--- src/rtl/lc3b_scoreboard.sv ---
// lc3b_scoreboard: pending-write hazard scoreboard for the LC-3b decode stage.
// One saturating-free up/down counter per architectural register plus one for
// the condition codes. Decode stalls on RAW hazards or when a destination
// counter is already at its maximum; retire and kill both release entries.
// Optional build macro SCB_RETIRE_BYPASS_EN: a source whose only pending
// writer retires this cycle is considered ready (regfile write-through and
// CC forwarding make the value available in the same cycle).
module lc3b_scoreboard #(
    parameter int NUM_REGS = 8,
    parameter int CNT_W    = 2
) (
    input  logic                        clk,
    input  logic                        reset,
    input  logic                        issue_valid,
    input  logic                        issue_hold,
    input  logic [$clog2(NUM_REGS)-1:0] sr1_id,
    input  logic                        sr1_needed,
    input  logic [$clog2(NUM_REGS)-1:0] sr2_id,
    input  logic                        sr2_needed,
    input  logic                        cc_needed,
    input  logic [$clog2(NUM_REGS)-1:0] dr_id,
    input  logic                        dr_ld_reg,
    input  logic                        dr_ld_cc,
    input  logic                        retire_valid,
    input  logic [$clog2(NUM_REGS)-1:0] retire_drid,
    input  logic                        retire_ld_reg,
    input  logic                        retire_ld_cc,
    input  logic                        kill_valid,
    input  logic [$clog2(NUM_REGS)-1:0] kill_drid,
    input  logic                        kill_ld_reg,
    input  logic                        kill_ld_cc,
    output logic                        dep_stall,
    output logic                        issue_fire,
    output logic [NUM_REGS-1:0]         busy_vec,
    output logic                        cc_busy,
    output logic                        underflow_err
);

    localparam int ID_W = $clog2(NUM_REGS);
    localparam logic [CNT_W-1:0] CNT_MAX = '1;
    localparam logic [CNT_W-1:0] CNT_ONE = CNT_W'(1);

    logic [CNT_W-1:0] cnt      [NUM_REGS];
    logic [CNT_W-1:0] cnt_next [NUM_REGS];
    logic [CNT_W-1:0] cc_cnt;
    logic [CNT_W-1:0] cc_next;
    logic             sr1_busy;
    logic             sr2_busy;
    logic             cc_src_busy;
    logic             dr_full;
    logic             any_uflow;
    logic [CNT_W:0]   reg_step;
    logic [CNT_W:0]   cc_step;

    // One counter update: returns {underflow, new_value}. The increment is
    // applied before the decrements so an issue and a retire on the same
    // entry cancel without ever dipping below zero.
    function automatic logic [CNT_W:0] step(
        input logic [CNT_W-1:0] cur,
        input logic             inc,
        input logic             dec_a,
        input logic             dec_b
    );
        logic [CNT_W+1:0] up;
        logic [CNT_W+1:0] down;
        up   = {2'b00, cur} + {{(CNT_W+1){1'b0}}, inc};
        down = {{(CNT_W+1){1'b0}}, dec_a} + {{(CNT_W+1){1'b0}}, dec_b};
        if (down > up) begin
            step = {1'b1, {CNT_W{1'b0}}};
        end else begin
            step = {1'b0, CNT_W'(up - down)};
        end
    endfunction

    // Hazard detection from the registered counters (before this cycle's updates).
    always_comb begin
        sr1_busy    = sr1_needed && (cnt[sr1_id] != '0);
        sr2_busy    = sr2_needed && (cnt[sr2_id] != '0);
        cc_src_busy = cc_needed && (cc_cnt != '0);
`ifdef SCB_RETIRE_BYPASS_EN
        if (retire_valid && retire_ld_reg) begin
            if ((retire_drid == sr1_id) && (cnt[sr1_id] == CNT_ONE)) sr1_busy = 1'b0;
            if ((retire_drid == sr2_id) && (cnt[sr2_id] == CNT_ONE)) sr2_busy = 1'b0;
        end
        if (retire_valid && retire_ld_cc && (cc_cnt == CNT_ONE)) cc_src_busy = 1'b0;
`endif
        // Structural limit: another writer would overflow the counter.
        dr_full = (dr_ld_reg && (cnt[dr_id] == CNT_MAX)) ||
                  (dr_ld_cc && (cc_cnt == CNT_MAX));
    end

    assign dep_stall  = issue_valid & (sr1_busy | sr2_busy | cc_src_busy | dr_full);
    assign issue_fire = issue_valid & ~dep_stall & ~issue_hold;

    // Next counter values and underflow detection for every entry.
    always_comb begin
        any_uflow = 1'b0;
        reg_step  = '0;
        for (int i = 0; i < NUM_REGS; i++) begin
            reg_step = step(cnt[i],
                            issue_fire && dr_ld_reg && (dr_id == ID_W'(i)),
                            retire_valid && retire_ld_reg && (retire_drid == ID_W'(i)),
                            kill_valid && kill_ld_reg && (kill_drid == ID_W'(i)));
            cnt_next[i] = reg_step[CNT_W-1:0];
            any_uflow   = any_uflow | reg_step[CNT_W];
        end
        cc_step   = step(cc_cnt, issue_fire && dr_ld_cc,
                         retire_valid && retire_ld_cc, kill_valid && kill_ld_cc);
        cc_next   = cc_step[CNT_W-1:0];
        any_uflow = any_uflow | cc_step[CNT_W];
    end

    // Counter state and sticky underflow flag; reset discards all pending writes.
    always_ff @(posedge clk or posedge reset) begin
        if (reset) begin
            for (int i = 0; i < NUM_REGS; i++) cnt[i] <= '0;
            cc_cnt        <= '0;
            underflow_err <= 1'b0;
        end else begin
            for (int i = 0; i < NUM_REGS; i++) cnt[i] <= cnt_next[i];
            cc_cnt        <= cc_next;
            underflow_err <= underflow_err | any_uflow;
        end
    end

    // Per-register busy flags for observation and debug.
    always_comb begin
        for (int i = 0; i < NUM_REGS; i++) busy_vec[i] = (cnt[i] != '0);
    end

    assign cc_busy = (cc_cnt != '0);

endmodule

--- config.mk ---
export PLATFORM = sky130hd
export DESIGN_NAME = lc3b_scoreboard
export DESIGN_NICKNAME = d
export VERILOG_FILES = /design/src/rtl/lc3b_scoreboard.sv
export SDC_FILE = /design/constraint.sdc
export NUM_CORES = 1
export LEC_CHECK = 0
export ABC_CLOCK_PERIOD_IN_PS = 3400
export BUFFER_PORTS_ARGS = -buffer_cell sky130_fd_sc_hd__buf_2
export CORE_MARGIN = 3
export CORE_UTILIZATION = 30
export CTS_CLUSTER_DIAMETER = 80
export DETAILED_ROUTE_END_ITERATION = 12
export RECOVER_POWER = 25
export SETUP_SLACK_MARGIN = 0.2
export SLEW_MARGIN = 20
export SYNTH_ARGS = -nofsm -noshare
export SYNTH_HDL_FRONTEND = slang
export SYNTH_SLANG_ARGS = --single-unit
--- constraint.sdc ---
create_clock -name clk -period 3.4 [get_ports clk]
set_input_delay 0.17 -clock clk [delete_from_list [all_inputs] [get_ports clk]]
set_output_delay 0.17 -clock clk [all_outputs]
set_load 0.01 [all_outputs]
---- After elaboration in Yosys (flattened, before gate mapping) ----
Cells that the tools add are included.
storage, ports and cells
  register bits ........................... 19
  bits of input ports ..................... 30
  word-level logic and storage cells ...... 160
operators by class
  add/sub/neg operators ................... 27
  $lt $le $gt $ge ......................... 12
  equal/unequal tests ..................... 23
  muxes and demuxes ....................... 18
  bitwise gates (word level) .............. 20
  reduce and logical (&&, ||, !) cells .... 50
operators with widths
  operator                                                          count
  3-bit == test (second input constant)                             12
  1-bit logical AND                                                 35
  2-bit by 1-bit adder with 3-bit output                            9
  2-bit by 3-bit > comparator with 1-bit output                     9
  3-bit 2-to-1 mux                                                  9
  2-bit nonzero test                                                11
  1-bit by 1-bit adder with 2-bit output                            9
  2-bit binary-select mux with 3-bit select                         3
  3-bit by 2-bit == test with 1-bit output (second input constant)  6
  2-bit subtractor                                                  9
  4-bit >= comparator (second input constant)                       3
  2-bit 2-to-1 mux                                                  6
  3-bit NOT with 4-bit output                                       3
  1-bit OR                                                          12
  3-bit by 1-bit == test with 1-bit output (second input constant)  3
  3-bit zero test                                                   3
  2-bit == test (second input constant)                             2
  1-bit bitwise AND                                                 3
  1-bit NOT                                                         2
  1-bit logical OR                                                  1

---- Depth between registers and ports, before layout ----
Gate-level depths: netlist (run 1).
  word-level depth ........................ 27
  gate-level depth with buffers ........... 15
  depth with buffers taken out ............ 13

---- Least setup slack after synthesis (run 1) ----
Ideal clock, no wire load.
  path kind ............................... reg2reg
  from .................................... register cnt[0] in the netlist's numbering
  to ...................................... register underflow_err
  setup time .............................. 136 ps
  arrival ................................. 3007 ps
  required time ........................... 3264 ps
  path slack .............................. 257 ps
  cell stages (with the launch flop) ...... 15
  path buffers ............................ 1
  period minus slack after synthesis ...... 3143 ps
  path through ............................ dfrtp_1 -> or2_1 -> mux4_2 -> nand3_2 -> nand4_2 -> buf_6 -> nor3_1 -> ha_1 -> ha_1 -> inv_1 -> ha_1 -> a21oi_1 -> a211oi_1 -> a2111oi_0 -> nand3_1
between the ends
  word-level cells in the longest chain between the ends .. 26
  elaborated cells between the ends (all ways) .. 69
RTL lines
  item                                                                 RTL line  source
  start: declaration                                                   43        logic [CNT_W-1:0] cnt [NUM_REGS];
  2-bit binary-select mux with 3-bit select, on equally long branches  77, 78
  2-bit 2-to-1 mux, on equally long branches (2 in a row)              77, 78
  2-bit nonzero test, on equally long branches                         77, 78
  1-bit logical AND, on equally long branches                          77, 78
  1-bit OR (3 in a row)                                                92        assign dep_stall = issue_valid & (sr1_busy | sr2_busy | cc_src_busy | dr_full);
  1-bit bitwise AND                                                    92
  1-bit NOT                                                            93        assign issue_fire = issue_valid & ~dep_stall & ~issue_hold;
  1-bit bitwise AND (2 in a row)                                       93
  1-bit logical AND (2 in a row)                                       101       issue_fire && dr_ld_reg && (dr_id == ID_W'(i)),
  2-bit by 1-bit adder with 3-bit output                               66        up = {2'b00, cur} + {{(CNT_W+1){1'b0}}, inc};
  2-bit by 3-bit > comparator with 1-bit output                        68        if (down > up) begin
  3-bit 2-to-1 mux                                                     68
  1-bit OR (7 in a row)                                                105       any_uflow = any_uflow | reg_step[CNT_W];
  1-bit OR (*)                                                         110       any_uflow = any_uflow | cc_step[CNT_W];
  1-bit OR (*)                                                         122       underflow_err <= underflow_err | any_uflow;
  end signal: assignment                                               122
  end: declaration                                                     36        output logic underflow_err
Every way passes the cells marked *; elsewhere a longest branch is shown, timed or not. The select of a mux whose other input is x is not followed.

---- Worst setup path in the final report (run 1) ----
  from .................................... register cnt[12] in the netlist's numbering
  to ...................................... register underflow_err
The elaborated chain is that of the path after synthesis.

==> out/results.ini, run 1 <==
[cts]
h-tree-depth = 1
cts.hold.buffers_added = 0
cts_root_buf = clkbuf_8
clk_latency_ns = 0.26
clk_pin_slew_ns = 0.07
clk_path_buf_depth = 2
cts_tree = done
cts.sinks = 19
cts_buffers = 3

[placement]
dpl.cell_count = 452
io_buffers = 41
finalWeightedCongestion = 0.883
hpwl_um = 5200

[detailed_routing]
finalWirelength_um = 6370
antenna_left = 0
drc = 0
drt-wirelength-per-cell_um = 13.7
num_vias = 2306
drtIter0Drc = 84
via_per_inst = 4.97
first_pass_iters = 4

[power]
switching_share_pct = 42.2
p_leak_uw = 0.00153
clock_power_share_pct = 9.1
p_int_uw = 996
switching_power_uw = 727
p_per_area_nw_per_um2 = 526
ir_drop_uv = 145
pwr-share-seq_pct = 20.1
p_total_uw = 1720
combPwrFrac_pct = 70.8

[worst_setup_path]
critical_path_buf_inv_count = 2
path_class = reg2reg
cp_max_fo = 5
cp_top_family = simple AND/OR/NAND/NOR gates
critPathRequiredTime_ns = 3.53
cp_cell_sequence = nor4b_2 > nor4b_2 > a221oi_2 > nand4_4 > nor3_4 > buf_4 > ha_1 > ha_1 > inv_1 > ha_1 > a21oi_2 > nor2_1 > a2111oi_2 > nand3_1
cp_slowest_cell = dfrtp_1
crit_arrival_ns = 3.36
cp-end-kind = flip-flop
crit_path_frequent_cell = ha_1
worst_path_largest_cell_delay_ns = 0.40
start_kind = flip-flop

[sta]
drv_slew = 0
fin_worst_skew_ns = 0.00583
worst_pin_slew_ns = 0.709
fin_crit_ns = 3.22
finalCritPeriodShare_pct = 94.8
max-slew-margin-rel_pct = 52.7
fmax_mhz = 310
setup_viol = 0
hold_viol = 0
rsz0062_at_grt = true
fin_hold_ws_ns = 0.00703
tns_ns = 0

[yosys]
yosys.cell_types.count = 41
avgSynthCellArea_um2 = 8.19
ys_warn_count = 0
syn_area_um2 = 2330
synth_edf_count = 0
syn_inst = 285
seq_area_frac_synth_pct = 20.4
synth-main-ff-cell = dfrtp_1
async_reset_ff_share_pct = 100
synth_seq_cells = 19
synth_fp_nets = 369

[layout]
layout.nets = 450
antenna_cells = 0
final_cells = 464
layout-drive-gt1-share_pct = 37.0
n_fill_cell = 730
post-route-util_pct = 44.2
area_delta_synth_final_pct = 40.5

[worst_hold_path]
hold_path.class = in2async

[flow_run]
drv_cap = 0

[floorplan]
io_pins = 42
rows = 31
die_y_um = 94.2
die_w_um = 94.2
die-area_um2 = 8870
start_util_pct = 31.5
core_um2 = 7410

[grt]
overflow = 0
grt_pass1_vias = 2203
grt_pass1_wl_um = 10100
grt_antenna_before_repair = 0
grt_max_degree = 20
grt_usage_pct = 14.2

[status]
status = complete, no violations

==> power groups by stage <==
| stage | registers (µW) | clock network [µW] | logic, µW |
|---|---|---|---|
| floorplan | 346 | 0 | 560 |
| global placement | 346 | 0 | 905 |
| detailed placement | 350 | 0 | 923 |
| CTS | 346 | 161 | 1110 |
| global route | 359 | 171 | 1340 |
| finish | 346 | 157 | 1220 |
==> sequential cells by signal (all words and copies together) (netlist names) <==
name / flops
underflow_err: 1
cnt: 16
cc_cnt: 2
==> synth_stat cells, types with 2 or more instances <==
| cell type | count | area [µm²] |
|---|---|---|
| a211oi_1 | 11 | 82.6 |
| a21oi_1 | 12 | 60.1 |
| a221oi_1 | 3 | 26.3 |
| and2_1 | 2 | 12.5 |
| dfrtp_1 | 19 | 475 |
| ha_1 | 54 | 676 |
| inv_1 | 41 | 154 |
| nand2_1 | 13 | 48.8 |
| nand2b_1 | 4 | 25.0 |
| nand3_1 | 8 | 40.0 |
| nand3b_1 | 4 | 30.0 |
| nor2_1 | 39 | 146 |
| nor2b_1 | 2 | 12.5 |
| nor3_1 | 16 | 80.1 |
| nor3b_1 | 10 | 75.1 |
| nor4_1 | 3 | 18.8 |
| nor4b_1 | 3 | 26.3 |
| o21ai_0 | 4 | 20.0 |
| o21bai_1 | 2 | 15.0 |
| o31ai_1 | 3 | 22.5 |
| or2_1 | 4 | 25.0 |
| or2_2 | 5 | 31.3 |
| xor2_1 | 5 | 43.8 |
==> final cells by class <==
cell class	count	area [µm²]	share of cell area [%]
Multi-Input combinational cell	223	1980	60.5
Timing Repair Buffer	78	494	15.1
Sequential cell	19	475	14.5
Inverter	41	154	4.69
Tap cell	99	124	3.78
Clock buffer	3	41.3	1.26
Clock inverter	1	5.00	0.153
==> through the flow <==
| stage | setup WS (ns) | cell area, µm² |
|---|---|---|
| 2_1_floorplan | 0.257 | 2330 |
| 3_3_place_gp | -0.0556 | 2860 |
| 3_5_place_dp | -0.0156 | 2860 |
| 4_1_cts | 0.209 | 3150 |
| 5_1_grt | -0.0145 | 3280 |
| 6_report | 0.176 | 3280 |
==> metal layers <==
layer	GRT usage, %	vias to the layer above	wire length (µm)
met1	18.8	1068	2890
met2	24.2	65	3040
li1	-	1164	-
met5	0	-	0
met4	4.69	0	117
met3	1.28	9	319
==> kinds of logic after synthesis <==
logic type      share of synthesized area [%]
mux                                     0.965
fa+ha+maj                                29.0
flops                                    20.4
buf+inv                                  7.29
xor+xnor                                 1.88
compound gates                           12.8
simple gates                             27.8
==> layout by cell type, fill, tap and decap left out, types with 2 or more instances in the layout <==
cell      count
or2_1         4
nand2_1      13
nor2b_1       2
nand3b_1      4
a21oi_4       4
nor3_1       11
dfrtp_1      19
nor2_1       39
or2_2         5
nor3_4        4
ha_1         42
a211oi_1      6
buf_4        35
buf_2        41
nor3b_1       9
nor4b_2       2
ha_2          5
o21bai_1      2
inv_1        37
a21oi_2       4
and2_1        2
clkbuf_8      3
o21ai_0       4
a21oi_1       4
nand3_1       8
nand2b_1      4
o31ai_1       3
a211oi_2      5
a221oi_1      3
inv_2         4
xor2_1        5
ha_4          7
nor4_4        2
==> path summary, 6_finish.rpt <==
check	slack, ns	cells after the start	endpoint	from
setup / recovery	0.18	14	underflow_err	cnt[12]
hold / removal	0.007	2	cnt[8]	reset
setup reg to reg	0.18	14	underflow_err	cnt[12]
hold reg to reg	0.56	2	underflow_err	underflow_err
max in group asynchronous	2.93	2	cnt[10]	reset
min in group clk	0.56	2	underflow_err	underflow_err
==> timing repair <==
action	4_1_cts	5_1_grt
resized for setup	40	16
buffers inserted	4	4
pin swaps	18	20
endpoints found under the hold margin	0	0
setup endpoints to repair	1	6
(Power assumes the default switching activity.)
==> run 2: changes to the inputs <==
GPL_ROUTABILITY_DRIVEN = 0   (was default)
REMOVE_ABC_BUFFERS = 1   (was default)
==> run 2 against run 1 <==
First-iteration DRC count grew 33%; register-to-register slack lost 0.11 ns; global-route usage grew 0.25 points; clock skew shrank 0.0010 ns; sequential cell count is the same; highest routed layer unchanged.
==> out/results.ini, run 2 (synthesis results as in run 1) <==
[cts]
h-tree-depth = 1
clk_pin_slew_ns = 0.07
cts_tree = done
clk_path_buf_depth = 2
cts_buffers = 3
cts.sinks = 19
cts_root_buf = clkbuf_8
clk_latency_ns = 0.25

[layout]
layout.nets = 442
final_common_cell = buf_2
final_cells = 456
largest_reg_flops = 16
antenna_cells = 0
top_regs = cnt x16, cc_cnt x2, underflow_err x1
layout-drive-gt1-share_pct = 38.4
area_delta_synth_final_pct = 40.8
top_register = cnt
final_cell_mix = 41 x buf_2, 40 x ha_1, 39 x nor2_1, 38 x inv_1, 25 x buf_4
post-route-util_pct = 44.4

[worst_setup_path]
critical_path_buf_inv_count = 3
path_class = reg2reg
worstReg2RegStart = cnt[7]
start_kind = flip-flop
r2r-end = underflow_err
cp_slowest_cell = mux4_2
cp_cell_sequence = or2_1 > mux4_2 > nand3_2 > nand4_4 > buf_6 > buf_4 > nor3_4 > ha_2 > ha_1 > inv_1 > ha_4 > a21oi_4 > a211oi_2 > a2111oi_2 > nand3_1
critPathRequiredTime_ns = 3.53
crit_arrival_ns = 3.46
cp_top_family = simple AND/OR/NAND/NOR gates
cp-end-kind = flip-flop
cp.depth = 15
cp_max_fo = 4
rrSetupSlack_ns = 0.07
reg2reg_depth = 15
worst_path_largest_cell_delay_ns = 0.49

[floorplan]
die_y_um = 94.2
core_um2 = 7410
die_w_um = 94.2
rows = 31
start_util_pct = 31.5
io_pins = 42
die-area_um2 = 8870

[sta]
setup_viol = 0
drv_slew = 0
worst_pin_slew_ns = 0.794
rsz0062_at_grt = true
fin_worst_skew_ns = 0.00482
hold_viol = 0
max-slew-margin-rel_pct = 47.0
fmax_mhz = 300
finalCritPeriodShare_pct = 98.0
fin_crit_ns = 3.33

[grt]
grt_usage_pct = 14.5
grt_antenna_before_repair = 0
grt_pass1_wl_um = 10200
grt_max_degree = 20
overflow = 0
grt_pass1_vias = 2161

[placement]
io_buffers = 41
dpl.cell_count = 436
hpwl_um = 5170

[detailed_routing]
drtIter0Drc = 112
via_per_inst = 5.00
drt-wirelength-per-cell_um = 14.7
first_pass_iters = 4
antenna_left = 0
drc = 0
finalWirelength_um = 6690
num_vias = 2278

[flow_run]
drv_cap = 0

[power]
p_per_area_nw_per_um2 = 542
ir_drop_uv = 190
p_leak_uw = 0.00150

[worst_hold_path]
hold_path.class = in2async

[status]
status = complete, no violations

-- run 2: cell type report --
type | count | area (µm²)
Clock buffer | 4 | 45.0
Fill cell | 701 | 4120
Inverter | 41 | 156
Multi-Input combinational cell | 223 | 2050
Sequential cell | 19 | 475
Tap cell | 99 | 124
Timing Repair Buffer | 70 | 438
-- run 2: where the power goes --
part	internal (µW)	total, µW	leakage (µW)	switching, µW
clock network	83.3	158	0.0000228	74.9
registers	290	359	0.000244	69.1
logic	649	1260	0.00123	614
-- run 2: metrics by stage --
stage                     setup TNS (ns)  area [µm²]  worst slack [ns]  hold slack, ns  total power [µW]
after floorplan                        0        2320             0.200           0.121               890
after global placement            -0.128        2740            -0.128           0.362              1190
after detailed placement          -0.245        2740            -0.245           0.356              1210
after CTS                              0        3040             0.154          0.0814              1580
after global routing              -0.106        3290           -0.0908          0.0932              1920
final                                  0        3290            0.0686          0.0520              1780
-- run 2: worst max-delay path by stage --
stage / startpoint / endpoint / slack (ns)
floorplan: cnt[0] / underflow_err / 0.20
global placement: cnt[13] / underflow_err / -0.13
detailed placement: cnt[5] / underflow_err / -0.24
CTS: cnt[7] / underflow_err / 0.15
global route: cnt[9] / underflow_err / -0.09
finish: cnt[7] / underflow_err / 0.07
-- run 2: repair_timing --
action | CTS | global route
hold buffers | 0 | 0
pin swaps | 19 | 21
resized for setup | 36 | 34
setup endpoints to repair | 1 | 9
setup buffers | 7 | 9
-- run 2: layer usage --
metal	up-vias	global-route usage (%)	routed length, µm
li1	1148	-	-
met1	1054	19.9	3190
met2	64	24.0	3060
met3	12	2.40	346
met4	0	2.41	90
met5	-	0	0
